## config.mk

```make
export PLATFORM = sky130hd
export DESIGN_NAME = mem_port_arbiter
export DESIGN_NICKNAME = d
export VERILOG_FILES = /design/src/rtl/mem_arb_pkg.sv /design/src/rtl/mem_arb_sat_cnt.sv /design/src/rtl/mem_port_arbiter.sv
export SDC_FILE = /design/constraint.sdc
export NUM_CORES = 1
export LEC_CHECK = 0
export CAP_MARGIN = 20
export CELL_PAD_IN_SITES_DETAIL_PLACEMENT = 0
export CELL_PAD_IN_SITES_GLOBAL_PLACEMENT = 1
export CORE_MARGIN = 5
export CORE_UTILIZATION = 14
export DETAILED_ROUTE_END_ITERATION = 12
export PLACE_DENSITY_LB_ADDON = 0.1
export SETUP_SLACK_MARGIN = 0.15
export SYNTH_ARGS = -nofsm -noshare
export SYNTH_HDL_FRONTEND = slang
export SYNTH_HIERARCHICAL = 1
export SYNTH_SLANG_ARGS = --single-unit
export TNS_END_PERCENT = 50
```

## constraint.sdc

```tcl
create_clock -name clk -period 3.6 [get_ports clk]
set_clock_uncertainty 0.1 [all_clocks]
set_input_delay 0.72 -clock clk [delete_from_list [all_inputs] [get_ports clk]]
set_output_delay 0.72 -clock clk [all_outputs]
set_load 0.005 [all_outputs]
```

## src/rtl/mem_arb_pkg.sv

```systemverilog
// ---------------------------------------------------------------------------
// mem_arb_pkg -- shared types and defaults for the IF/MA memory port arbiter.
// Rev 1.0
// ---------------------------------------------------------------------------
`default_nettype none

package mem_arb_pkg;

  localparam int ARB_AW   = 7;
  localparam int ARB_DW   = 32;
  localparam int STREAK_W = 4;

  typedef enum logic [1:0] {
    OWN_NONE = 2'd0,
    OWN_IF   = 2'd1,
    OWN_MA   = 2'd2
  } owner_t;

endpackage

`default_nettype wire

```

## src/rtl/mem_arb_sat_cnt.sv

```systemverilog
// ---------------------------------------------------------------------------
// mem_arb_sat_cnt -- saturating event counter, async active-low reset.
// Rev 1.0
// ---------------------------------------------------------------------------
`default_nettype none

module mem_arb_sat_cnt #(
  parameter int W = 32
) (
  input  logic         clk,
  input  logic         rst,
  input  logic         inc_i,
  output logic [W-1:0] cnt_o
);

  logic [W-1:0] cnt_q;
  logic [W-1:0] cnt_d;

  always_comb begin
    cnt_d = cnt_q;
    if (inc_i && (cnt_q != '1)) begin
      cnt_d = cnt_q + W'(1);
    end
  end

  always_ff @(posedge clk or negedge rst) begin
    if (!rst) begin
      cnt_q <= '0;
    end else begin
      cnt_q <= cnt_d;
    end
  end

  assign cnt_o = cnt_q;

endmodule

`default_nettype wire

```

## src/rtl/mem_port_arbiter.sv

```systemverilog
// ---------------------------------------------------------------------------
// mem_port_arbiter -- shares one BRAM port between IF and MA requesters.
// Rev 1.0; define ARB_PERF_CNT_EN to build the saturating stall counters.
// ---------------------------------------------------------------------------
`default_nettype none

module mem_port_arbiter
  import mem_arb_pkg::*;
#(
  parameter int AW           = ARB_AW,
  parameter int DW           = ARB_DW,
  parameter int MA_BURST_MAX = 4
) (
  input  logic          clk,
  input  logic          rst,
  input  logic          if_req,
  input  logic [AW-1:0] if_addr,
  output logic          if_gnt,
  output logic          if_rvalid,
  output logic [DW-1:0] if_rdata,
  input  logic          ma_req,
  input  logic          ma_we,
  input  logic [AW-1:0] ma_addr,
  input  logic [DW-1:0] ma_wdata,
  output logic          ma_gnt,
  output logic          ma_rvalid,
  output logic [DW-1:0] ma_rdata,
  output logic          mem_en,
  output logic          mem_we,
  output logic [AW-1:0] mem_addr,
  output logic [DW-1:0] mem_din,
  input  logic [DW-1:0] mem_dout,
  output logic [31:0]   if_stall_cnt,
  output logic [31:0]   ma_stall_cnt
);

  localparam logic [STREAK_W-1:0] BURST_LIMIT = STREAK_W'(MA_BURST_MAX);

  logic [STREAK_W-1:0] streak_q;
  logic [STREAK_W-1:0] streak_d;
  owner_t              owner_q;
  owner_t              owner_d;

  logic w_if_win;
  logic w_if_gnt;
  logic w_ma_gnt;

  // MA has priority under contention until it has held the port for
  // BURST_LIMIT consecutive contended grants; then IF gets one slot.
  always_comb begin
    w_if_win = if_req & (~ma_req | (streak_q == BURST_LIMIT));
    w_if_gnt = rst & w_if_win;
    w_ma_gnt = rst & ma_req & ~w_if_win;
  end

  always_comb begin
    streak_d = streak_q;
    if (!if_req || w_if_gnt) begin
      streak_d = '0;
    end else if (w_ma_gnt && (streak_q != BURST_LIMIT)) begin
      streak_d = streak_q + STREAK_W'(1);
    end
  end

  // Stores produce no response, so they leave the owner idle.
  always_comb begin
    owner_d = OWN_NONE;
    if (w_if_gnt) begin
      owner_d = OWN_IF;
    end else if (w_ma_gnt && !ma_we) begin
      owner_d = OWN_MA;
    end
  end

  always_ff @(posedge clk or negedge rst) begin
    if (!rst) begin
      streak_q <= '0;
      owner_q  <= OWN_NONE;
    end else begin
      streak_q <= streak_d;
      owner_q  <= owner_d;
    end
  end

  always_comb begin
    mem_addr = '0;
    mem_din  = '0;
    if (w_if_gnt) begin
      mem_addr = if_addr;
      mem_din  = ma_wdata;
    end else if (w_ma_gnt) begin
      mem_addr = ma_addr;
      mem_din  = ma_wdata;
    end
  end

  assign if_gnt    = w_if_gnt;
  assign ma_gnt    = w_ma_gnt;
  assign mem_en    = w_if_gnt | w_ma_gnt;
  assign mem_we    = w_ma_gnt & ma_we;
  assign if_rvalid = (owner_q == OWN_IF);
  assign ma_rvalid = (owner_q == OWN_MA);
  assign if_rdata  = mem_dout;
  assign ma_rdata  = mem_dout;

`ifdef ARB_PERF_CNT_EN
  mem_arb_sat_cnt #(
    .W(32)
  ) u_if_stall_cnt (
    .clk  (clk),
    .rst  (rst),
    .inc_i(if_req & ~w_if_gnt),
    .cnt_o(if_stall_cnt)
  );

  mem_arb_sat_cnt #(
    .W(32)
  ) u_ma_stall_cnt (
    .clk  (clk),
    .rst  (rst),
    .inc_i(ma_req & ~w_ma_gnt),
    .cnt_o(ma_stall_cnt)
  );
`else
  assign if_stall_cnt = 32'd0;
  assign ma_stall_cnt = 32'd0;
`endif

endmodule

`default_nettype wire

```

# == Word-level counts from Yosys, hierarchy flattened ==
# Cells that the tools add are included.
# totals
word_cells,30
output_inout_bits,173
ff_bits,6
in_bits,83
# op_classes
bitwise,9
n_reduce_logical,6
n_eq_ne,4
n_addsub,1
n_mux,8
# ops
cell,count
two-way mux 32 bit,2
two-way mux 7 bit,2
two-way mux 4 bit,2
AND 1 bit,5
adder 4 x 1 -> 4 bit (second input constant),1
equality test 4 x 3 -> 1 bit (second input constant),1
two-way mux 2 bit,2
inequality test 4 x 3 -> 1 bit (second input constant),1
equality test 2 x 1 -> 1 bit (second input constant),1
equality test 2 bit (second input constant),1
logical AND 1 bit,2
zero test 1 bit,2
NOT 1 bit,2
OR 1 bit,2
nonzero test 2 bit,1
logical OR 1 bit,1

# == Longest topological paths before layout ==
# logic_depth
word_depth,8
depth_mapped,5
ltp_nobuf,5

# == Least setup slack after synthesis ==
# No wires, ideal clock.
# synth_timing
kind,reg2out
startpoint,register streak_q[0]
endpoint,output port mem_addr[0]
path_slack_ns,1.379
n_path_buf,0
stages_incl_launch_ff,6
required_time_ns,2.780
arrival_time_ns,1.401
cell_sequence,dfrtp_1 -> inv_1 -> ha_1 -> and3b_4 -> a211oi_4 -> a22o_1
# synth_via
elab_chain_cells,7
elab_cells_between_ends,8
cone_classes,eq/ne (1); mux (2); bitwise (5)
# synth_lines
item,line,rtl
from (decl),mem_port_arbiter.sv:39,logic [STREAK_W-1:0] streak_q;
from (signal assigned),mem_port_arbiter.sv:80,streak_q <= streak_d;
equality test 4 x 3 -> 1 bit,mem_port_arbiter.sv:51,w_if_win = if_req & (~ma_req | (streak_q == BURST_LIMIT));
OR 1 bit,mem_port_arbiter.sv:51,
AND 1 bit,mem_port_arbiter.sv:51,
NOT 1 bit,mem_port_arbiter.sv:53,w_ma_gnt = rst & ma_req & ~w_if_win;
AND 1 bit,mem_port_arbiter.sv:53,
net ma_gnt,mem_port_arbiter.sv:25,"output logic ma_gnt,"
two-way mux 7 bit,mem_port_arbiter.sv:91,end else if (w_ma_gnt) begin
two-way mux 7 bit,mem_port_arbiter.sv:88,if (w_if_gnt) begin
to (decl),mem_port_arbiter.sv:30,"output logic [AW-1:0] mem_addr,"
# The timed path passes the listed nets, and every way through them passes these cells.

# == Final worst setup path ==
# layout_timing
startpoint,input port rst
endpoint,output port mem_addr[5]
# layout_via
elab_chain_cells,4
elab_cells_between_ends,5
cone_classes,mux (2); bitwise (3)
# layout_lines
item,line,rtl
from (decl),mem_port_arbiter.sv:15,"input logic rst,"
AND 1 bit (2 in series),mem_port_arbiter.sv:53,
two-way mux 7 bit,mem_port_arbiter.sv:91,
two-way mux 7 bit (*),mem_port_arbiter.sv:88,
# Mark *: on every way between the ends. The rest lies on a longest branch, timed or not.

==> flow_summary.toml <==
[outcome]
outcome = "complete, no violations"

[drt]
ant_nets = 0
wl_per_cell_um = 11.3
drt-initial-drc-count = 10
drt-vias-per-instance = 2.86
drt_wl_total_um = 4290
vias = 1090
drc_errors = 0
dr.pass1.iters = 2

[cts]
cts_setup_buffers = 0
clk_pin_slew_ns = 0.03
root_buffer = "clkbuf_16"
cts.sinks = 6
clock_path_buffers = 2
insertion_delay_ns = 0.23
post_cts_resized = 0
cts_buffers = 3
tritoncts = "done"
cts_max_level = 1

[setup_path]
timing.rr.start = "streak_q[1]"
required_ns = 2.78
reg2reg_depth = 5
crit_start = "rst"
crit_top_cell = "clkdlybuf4s50_1"
worst-path-stages = 5
slowest_delay_ns = 0.50
crit_chain = "clkdlybuf4s50_1, inv_1, a211oi_4, a22o_1, clkdlybuf4s50_1"
r2r_slack_ns = 1.94
cp_slowest_cell = "clkdlybuf4s50_1"
critPathMaxFanout = 10
critical_path_class = "in -> out"
reg2reg_to = "owner_q[1]"
cp_top_family = "buffers and inverters"
cp.arrival_ns = 2.47
critPathCapture = "mem_addr[5]"
cp-start-kind = "input pin"
end_kind = "output pin"
path_buf_inv = 3

[finish]
fin_nets = 325
fillers = 1281
drive_gt1_frac = 0.0420
instances_no_fill = 381
antenna_cells = 0
synthToLayoutAreaGrowth_pct = 31.2

[hold_path]
hold_path_class = "reg -> reg"
hp-start = "streak_q[1]"

[global_route]
first_global_vias = 1058
grt-ovfl-total = 0
grt_start_max_net_pins = 34
antenna_found_initial = 0
grt_first_pass_wirelength_um = 5600
grt_use_total = 0.0529

[floorplan]
die_h_um = 117
die_w_um = 117
initial_core_util = 0.142
dieArea_um2 = 13700
rows = 39
core_area_um2 = 11300
ios = 256

[timing]
setup_viol_count_final = 0
fin_setup_tns_ns = 0
rsz0062_at_grt = "false"
drv_slew = 0
fin_crit_ns = 3.29
max_freq_ghz = 0.304
fin_crit_sh = 0.913
finalHoldViolations = 0

[yosys]
yosysTopAreaCellShare = 0.599
async_reset_ff_frac = 1.00
synth-main-ff-cell = "dfrtp_1"
syn_avg_cell_area_um2 = 7.83
synth.cell_area_um2 = 1610
synth_cell_type_count = 22
yosysSeqAreaShare = 0.0935
synthMostInstantiatedCell = "buf_4"
synthCells = 205
synth_enable_flop_cells = 0
yosysWarningCount = 6
yosysTopAreaCell = "buf_4"
synth_seq_cells = 6
synthTopCellsByArea = "buf_4, and2_1, dfrtp_1"
yosys-top-cells-count = "buf_4, and2_1, a22o_1"

[place]
gp_congestion = 0.683
io_buffers = 95
placed_cells_incl_taps = 378
hpwl_um = 3730

[power]
p_total_uw = 424
leakagePower_nw = 0.908
peakVddDrop_mv = 0.0949
power.density_nw_per_um2 = 201

[flow_run]
maxCapViolations = 0
worst reg2reg max path, cell delays in order, from the launching register on:
cell and delay, ns:
dfrtp_1 0.40, inv_1 0.06, ha_1 0.19, and3b_4 0.20, a211oi_4 0.43, and2b_1 0.21
how the worst min path moves through the flow:
stage	to	slack (ns)	cells past startpoint
6_report	streak_q[1]	0.50	2
4_1_cts	streak_q[1]	0.50	2
3_5_place_dp	streak_q[1]	0.49	2
3_3_place_gp	streak_q[1]	0.51	2
2_1_floorplan	owner_q[0]	0.32	0
5_1_grt	streak_q[1]	0.56	2
timing repair:
item                       CTS  global route
hold endpoints to repair     0             0
hold buffers                 0             0
setup endpoints to repair    0             8
logic make-up after synthesis:
group	Yosys count	share of synthesized area
buffers and inverters	136	0.620
AO/OA/AOI/OAI	12	0.0748
other	1	0.00234
flip-flops	6	0.0935
adder cells (fa/ha/maj)	2	0.0156
AND/OR/NAND/NOR	45	0.178
XOR/XNOR	3	0.0164
report_power, final:
part | internal [mW] | total [mW] | switching (mW)
clock network | 0.142 | 0.179 | 0.0365
logic | 0.111 | 0.173 | 0.0618
registers | 0.0700 | 0.0719 | 0.00184
total | 0.324 | 0.424 | 0.100
metal layers:
metal | vias up | wire (µm) | GRT usage
met5 | - | 0 | 0
met4 | 0 | 249 | 0.0413
met3 | 28 | 790 | 0.0278
met2 | 114 | 1960 | 0.0849
met1 | 438 | 1290 | 0.0509
li1 | 510 | - | -
layout make-up:
| cell class | count | area [µm²] | share of cell area |
|---|---|---|---|
| timing repair buffer | 98 | 986 | 0.468 |
| inverter | 5 | 18.8 | 0.00891 |
| tap | 143 | 179 | 0.0850 |
| sequential | 6 | 150 | 0.0713 |
| clock buffer | 3 | 75.1 | 0.0357 |
| multi-input combinational | 126 | 697 | 0.331 |
layout by cell type, fill, tap and decap left out, drive strengths merged, types with 3 or more instances in the layout:
cell type       n
inv             5
buf             3
and3            3
dfrtp           6
a22o            7
clkdlybuf4s50  95
conb           64
clkbuf          3
and2           33
through the flow:
step	area, µm²	hold slack [ns]	worst slack [ns]	utilization
after floorplan	1840	0.324	1.38	-
after global placement	2030	0.512	0.246	0.179
after detailed placement	2030	0.490	0.233	0.179
after CTS	2110	0.503	0.237	0.186
after global routing	2110	0.556	0.152	0.186
final	2110	0.503	0.311	0.186
state kept, by name (all words and copies together) (netlist names):
| register | count |
|---|---|
| streak_q | 4 |
| owner_q | 2 |
(Power assumes the default switching activity.)
==> edit 1: new RTL, same flow settings <==
Encoding of `owner_t`: now one-hot (3 bits for 3 values).
--- a/src/rtl/mem_arb_pkg.sv
+++ b/src/rtl/mem_arb_pkg.sv
@@ -10,10 +10,10 @@
   localparam int ARB_DW   = 32;
   localparam int STREAK_W = 4;
 
-  typedef enum logic [1:0] {
-    OWN_NONE = 2'd0,
-    OWN_IF   = 2'd1,
-    OWN_MA   = 2'd2
+  typedef enum logic [2:0] {
+    OWN_NONE = 3'b001,
+    OWN_IF   = 3'b010,
+    OWN_MA   = 3'b100
   } owner_t;
 
 endpackage
Check against the original RTL: same outputs for any inputs over 10 cycles, from zero or initial values and one cycle with rst low; not proved beyond that.
==> edit 1 against the unedited design <==
- worst setup slack improved by 0.019 ns
- final area grew 1.5%
- wire length hardly changed
- area after synthesis rose by 2.3%
- sequential cell count increased by 1
- utilization about the same
- total power up 5.2%
==> edit 1: results (changes against the unedited design) <==
pre-CTS setup slack=0.2978 ns (+0.06508 ns); Seq pwr share=19.1% (+2.1 points); mux cell area share after synthesis=0% (unchanged); HPWL Detailed=3.657 mm (-1.9%); GRT Util Overall=5.477% (+0.19 points); post-synthesis adder-cell area fraction=1.523% (-0.036 points); GR Util met3=2.197% (-0.58 points); pin count of the biggest net entering global routing=34 (unchanged); drt pass-1 iters=3 (+1); antenna violations before repair=0 (unchanged); Root Driver=clkbuf_16; Net count, final=329 (+1.2%); Fill cells=1301 (+1.6%); first-pass GRT wire length=6.334 mm (+13%); top cells by count, synth=buf_4 (128), and2_1 (34), a22o_1 (7), dfrtp_1 (6), inv_1 (4); routed length per placed instance=11.11 um (-1.3%); cts bufs inserted=3 (unchanged); Bufs on Longest Clock Path=2 (unchanged); postcts setup bufs=0 (unchanged); Diodes inserted=0 (unchanged); IO Port Bufs=95 (unchanged); status=complete, no violations; Synth Area in XOR/XNOR=1.599% (-0.037 points); Worst path max stage delay=0.60 ns (+0.10 ns); Post-synth top flop=dfrtp_1; yosys warns=6 (unchanged); min-delay worst type=flop to flop; M1 GR Usage=5.583% (+0.49 points); Yosys cell types=26 (+18%); P_leak=0.9208 nW (+1.4%); clock latency at the later pin of the worst-skew pair=0.23 ns (about the same); crit path max fanout=10 (unchanged); top flop regs=streak_q: 4 flops, owner_q: 3 flops; CTS resizes=0 (unchanged); top post-synthesis cells by area=buf_4 (58%), and2_1 (13%), dfrtp_1 (9.1%); CP arrival=2.45 ns (-0.02 ns); vias in the first global route=1150 (+8.7%); maximum vdd drop=101.8 uV (+7.2%); sequential share of the synthesized area=10.74% (+1.4 points); slowest library cell on the worst path=clkdlybuf4s50_1; Placer Congestion=0.5932 (-13%); initial DRC count=11 (+1); GR Layer Usage met2=9.177% (+0.68 points); H-tree Lvls=1 (unchanged); Synth Area in Compound Gates=6.778% (-0.70 points); vias=1144 (+5.0%); clock transition at the registers of the reported paths=0.04 ns; Synth async-reset ratio=100.0% (unchanged); Internal=340.8 uW (+5.2%); layout cells sized above 1=4.115% (-0.086 points)
## edit 1: through the flow
step | area, sq um | hold slack, ns | utilization, % | std cells
finish | 2138 | 0.5119 | 18.65 | 386
global route | 2138 | 0.5747 | 18.65 | 386
CTS | 2138 | 0.5143 | 18.65 | 386
detailed placement | 2059 | 0.5055 | 17.96 | 382
global placement | 2059 | 0.5234 | 17.96 | 382
floorplan | 1879 | 0.3244 | - | 273
## edit 1: cell type report
class | instances | area (sq um) | share of cell area [%]
multi-input cells | 129 | 695.7 | 32.53
clock buffers | 4 | 78.83 | 3.686
flip-flops and latches | 7 | 176.4 | 8.250
repair buffers | 99 | 993.5 | 46.46
inverters | 4 | 15.01 | 0.7022
well taps | 143 | 178.9 | 8.367
## edit 1: worst paths after layout
path	startpoint	cells past startpoint	slack, ns	to
max	if_req	5	0.33	mem_addr[3]
max in group asynchronous	rst	2	2.37	owner_q[0]
min	streak_q[1]	2	0.51	streak_q[1]
max reg2reg	streak_q[0]	6	2.09	owner_q[2]
min in group asynchronous	rst	2	0.79	streak_q[1]
min reg2reg	streak_q[1]	2	0.51	streak_q[1]
## edit 1: cells by family (layout without fill, tap and decap cells)
family                     after synthesis  in the layout
AOI/OAI and AO/OA                       13             13
xor gates and xnor gates                 3              3
other                                    1             64
and+or+nand+nor                         47             47
DFF                                      7              7
adders and majority gates                2              2
buffers and inverters                  137            107
## edit 1: per-layer routing
metal  part of all wire (%)  up-vias
li1                       -      526
met1                     34      476
met2                     46      109
met3                     15       33
met4                    5.0        0
met5                      0        -
## edit 1: worst max-delay path: cells and delay by family
kind                   cells  cell delay, ns
AO/OA/AOI/OAI              2            0.48
AND/OR/NAND/NOR            1            0.13
buffers and inverters      2            1.11
## edit 1: power by group through the flow
stage	clock (mW)	combinational [mW]	sequential, mW
6_report	0.189	0.172	0.0852
5_1_grt	0.201	0.189	0.0857
4_1_cts	0.194	0.174	0.0852
3_5_place_dp	0	0.173	0.0862
3_3_place_gp	0	0.176	0.0861
2_1_floorplan	0	0.162	0.0853
==> edit 2: new RTL, same flow settings <==
Made on the original files. Set the package constant `STREAK_W` to 6 (it was 4).
--- a/src/rtl/mem_arb_pkg.sv
+++ b/src/rtl/mem_arb_pkg.sv
@@ -8,7 +8,7 @@
 
   localparam int ARB_AW   = 7;
   localparam int ARB_DW   = 32;
-  localparam int STREAK_W = 4;
+  localparam int STREAK_W = 6;
 
   typedef enum logic [1:0] {
     OWN_NONE = 2'd0,
Function: no difference found for any inputs over 10 cycles, from zero or initial values and one cycle with rst low; that may be too few to reach the edited logic, so the function may still have changed.
==> edit 2 against the unedited design <==
- final area is 15% higher
- area after synthesis up 16%
- count of clock-buffer cells in the layout did not move
- wire length grew 23%
- total power up 11%
- worst setup slack worse by 0.040 ns
- sequential cell count rose by 2
- critical endpoint is now mem_addr[6]
- largest power group unchanged
==> edit 2: results (changes against the unedited design) <==
IO Port Bufs=95 (unchanged); wl on met1=1.625 mm (+26%); register area=200.2 sq um (+33%); P_leak=0.9933 nW (+9.4%); pin count of the biggest net entering global routing=34 (unchanged); top post-synthesis cells by area=buf_4 (52%), and2_1 (11%), dfrtp_1 (11%); DR vias/cell=3.022 (+5.6%); layout cells sized above 1=6.498% (+2.3 points); top flop regs=streak_q: 6 flops, owner_q: 2 flops; HPWL Detailed=4.496 mm (+21%); clock transition at the registers of the reported paths=0.04 ns; Met2 Wirelength=2.999 mm (+53%); Root Driver=clkbuf_16; sequential share of the synthesized area=10.80% (+1.4 points); routed length per placed instance=11.68 um (+3.7%); top cells by count, synth=buf_4 (129), and2_1 (33), nand2_1 (17), dfrtp_1 (8), o22ai_1 (7); CP arrival=2.51 ns (+0.04 ns); GRT Util Overall=5.996% (+0.71 points); Post-synth top flop=dfrtp_1; routed wire length=5.289 mm (+23%); Fill cells=1492 (+16%); Placer Congestion=0.6376 (-6.7%); Detail Route met3 WL=551 um (-30%); initial DRC count=17 (+7); pre-CTS setup slack=0.1541 ns (-0.07871 ns); Net count, final=364 (+12%); Synth async-reset ratio=100.0% (unchanged); Yosys cell types=35 (+59%); vias in the first global route=1324 (+25%); maximum vdd drop=99.98 uV (+5.3%); dpl cells=449 (+19%); Gate Count Post-Synth=245 (+20%); first-pass GRT wire length=7.527 mm (+35%); crit path max fanout=7 (-3); status=complete, no violations; clock latency at the later pin of the worst-skew pair=0.23 ns (about the same)
-- edit 2: per-stage QoR --
step / hold WS (ns) / cell area, sq um
6_report: 0.5345 / 2414
2_1_floorplan: 0.3244 / 2091
3_5_place_dp: 0.5257 / 2322
5_1_grt: 0.5821 / 2414
3_3_place_gp: 0.5571 / 2322
4_1_cts: 0.5372 / 2397
-- edit 2: cell type report --
cell class	instances	share of cell area, %
clock buffers	3	3.110
inverters	3	0.4666
multi-input cells	161	36.91
flip-flops and latches	8	8.294
well taps	176	9.124
repair buffers	102	42.09
-- edit 2: worst max-delay path: stages --
cell	delay, ns
clkdlybuf4s50_1	0.65
inv_2	0.12
o41ai_4	0.28
buf_4	0.20
o22ai_1	0.07
clkdlybuf4s50_1	0.46
-- edit 2: repair_timing --
item / 4_1_cts / 5_1_grt
endpoints found under the hold margin: 0 / 0
gates cloned: 0 / 0
pin swaps: 1 / 1
setup endpoints to repair: 2 / 5
setup buffers: 0 / 1
resized for setup: 0 / 1
-- edit 2: path summary, 6_finish.rpt --
kind	from	end	slack, ns	depth (start not counted)
max	if_req	mem_addr[6]	0.27	6
min	streak_q[3]	streak_q[3]	0.53	2
max reg2reg	streak_q[0]	streak_q[3]	1.86	5
min reg2reg	streak_q[3]	streak_q[3]	0.53	2
max in group asynchronous	rst	streak_q[5]	2.33	2
min in group asynchronous	rst	streak_q[1]	0.84	2
-- edit 2: per-layer routing --
layer,vias to the layer above,global-route usage (%)
met1,608,5.571
met4,0,1.977
met5,-,0
met2,83,11.74
li1,657,-
met3,21,2.473
-- edit 2: kinds of logic (layout without fill, tap and decap cells) --
| kind of cell | count (synthesis) | after routing | share of synthesized area (%) |
|---|---|---|---|
| simple gates | 71 | 71 | 22.61 |
| buf+inv | 139 | 108 | 54.39 |
| flops | 8 | 8 | 10.80 |
| fa+ha+maj | 2 | 2 | 1.349 |
| compound gates | 23 | 23 | 10.12 |
| mux | 1 | 1 | 0.5398 |
| other cells | 1 | 64 | 0.2022 |
-- edit 2: power breakdown --
part           internal (mW)  switching (mW)  leakage, nW  total, mW
clock                  0.144          0.0468       0.0370      0.190
sequential            0.0921         0.00152        0.110     0.0937
combinational          0.116          0.0717        0.846      0.187
total                  0.351           0.120        0.993      0.471
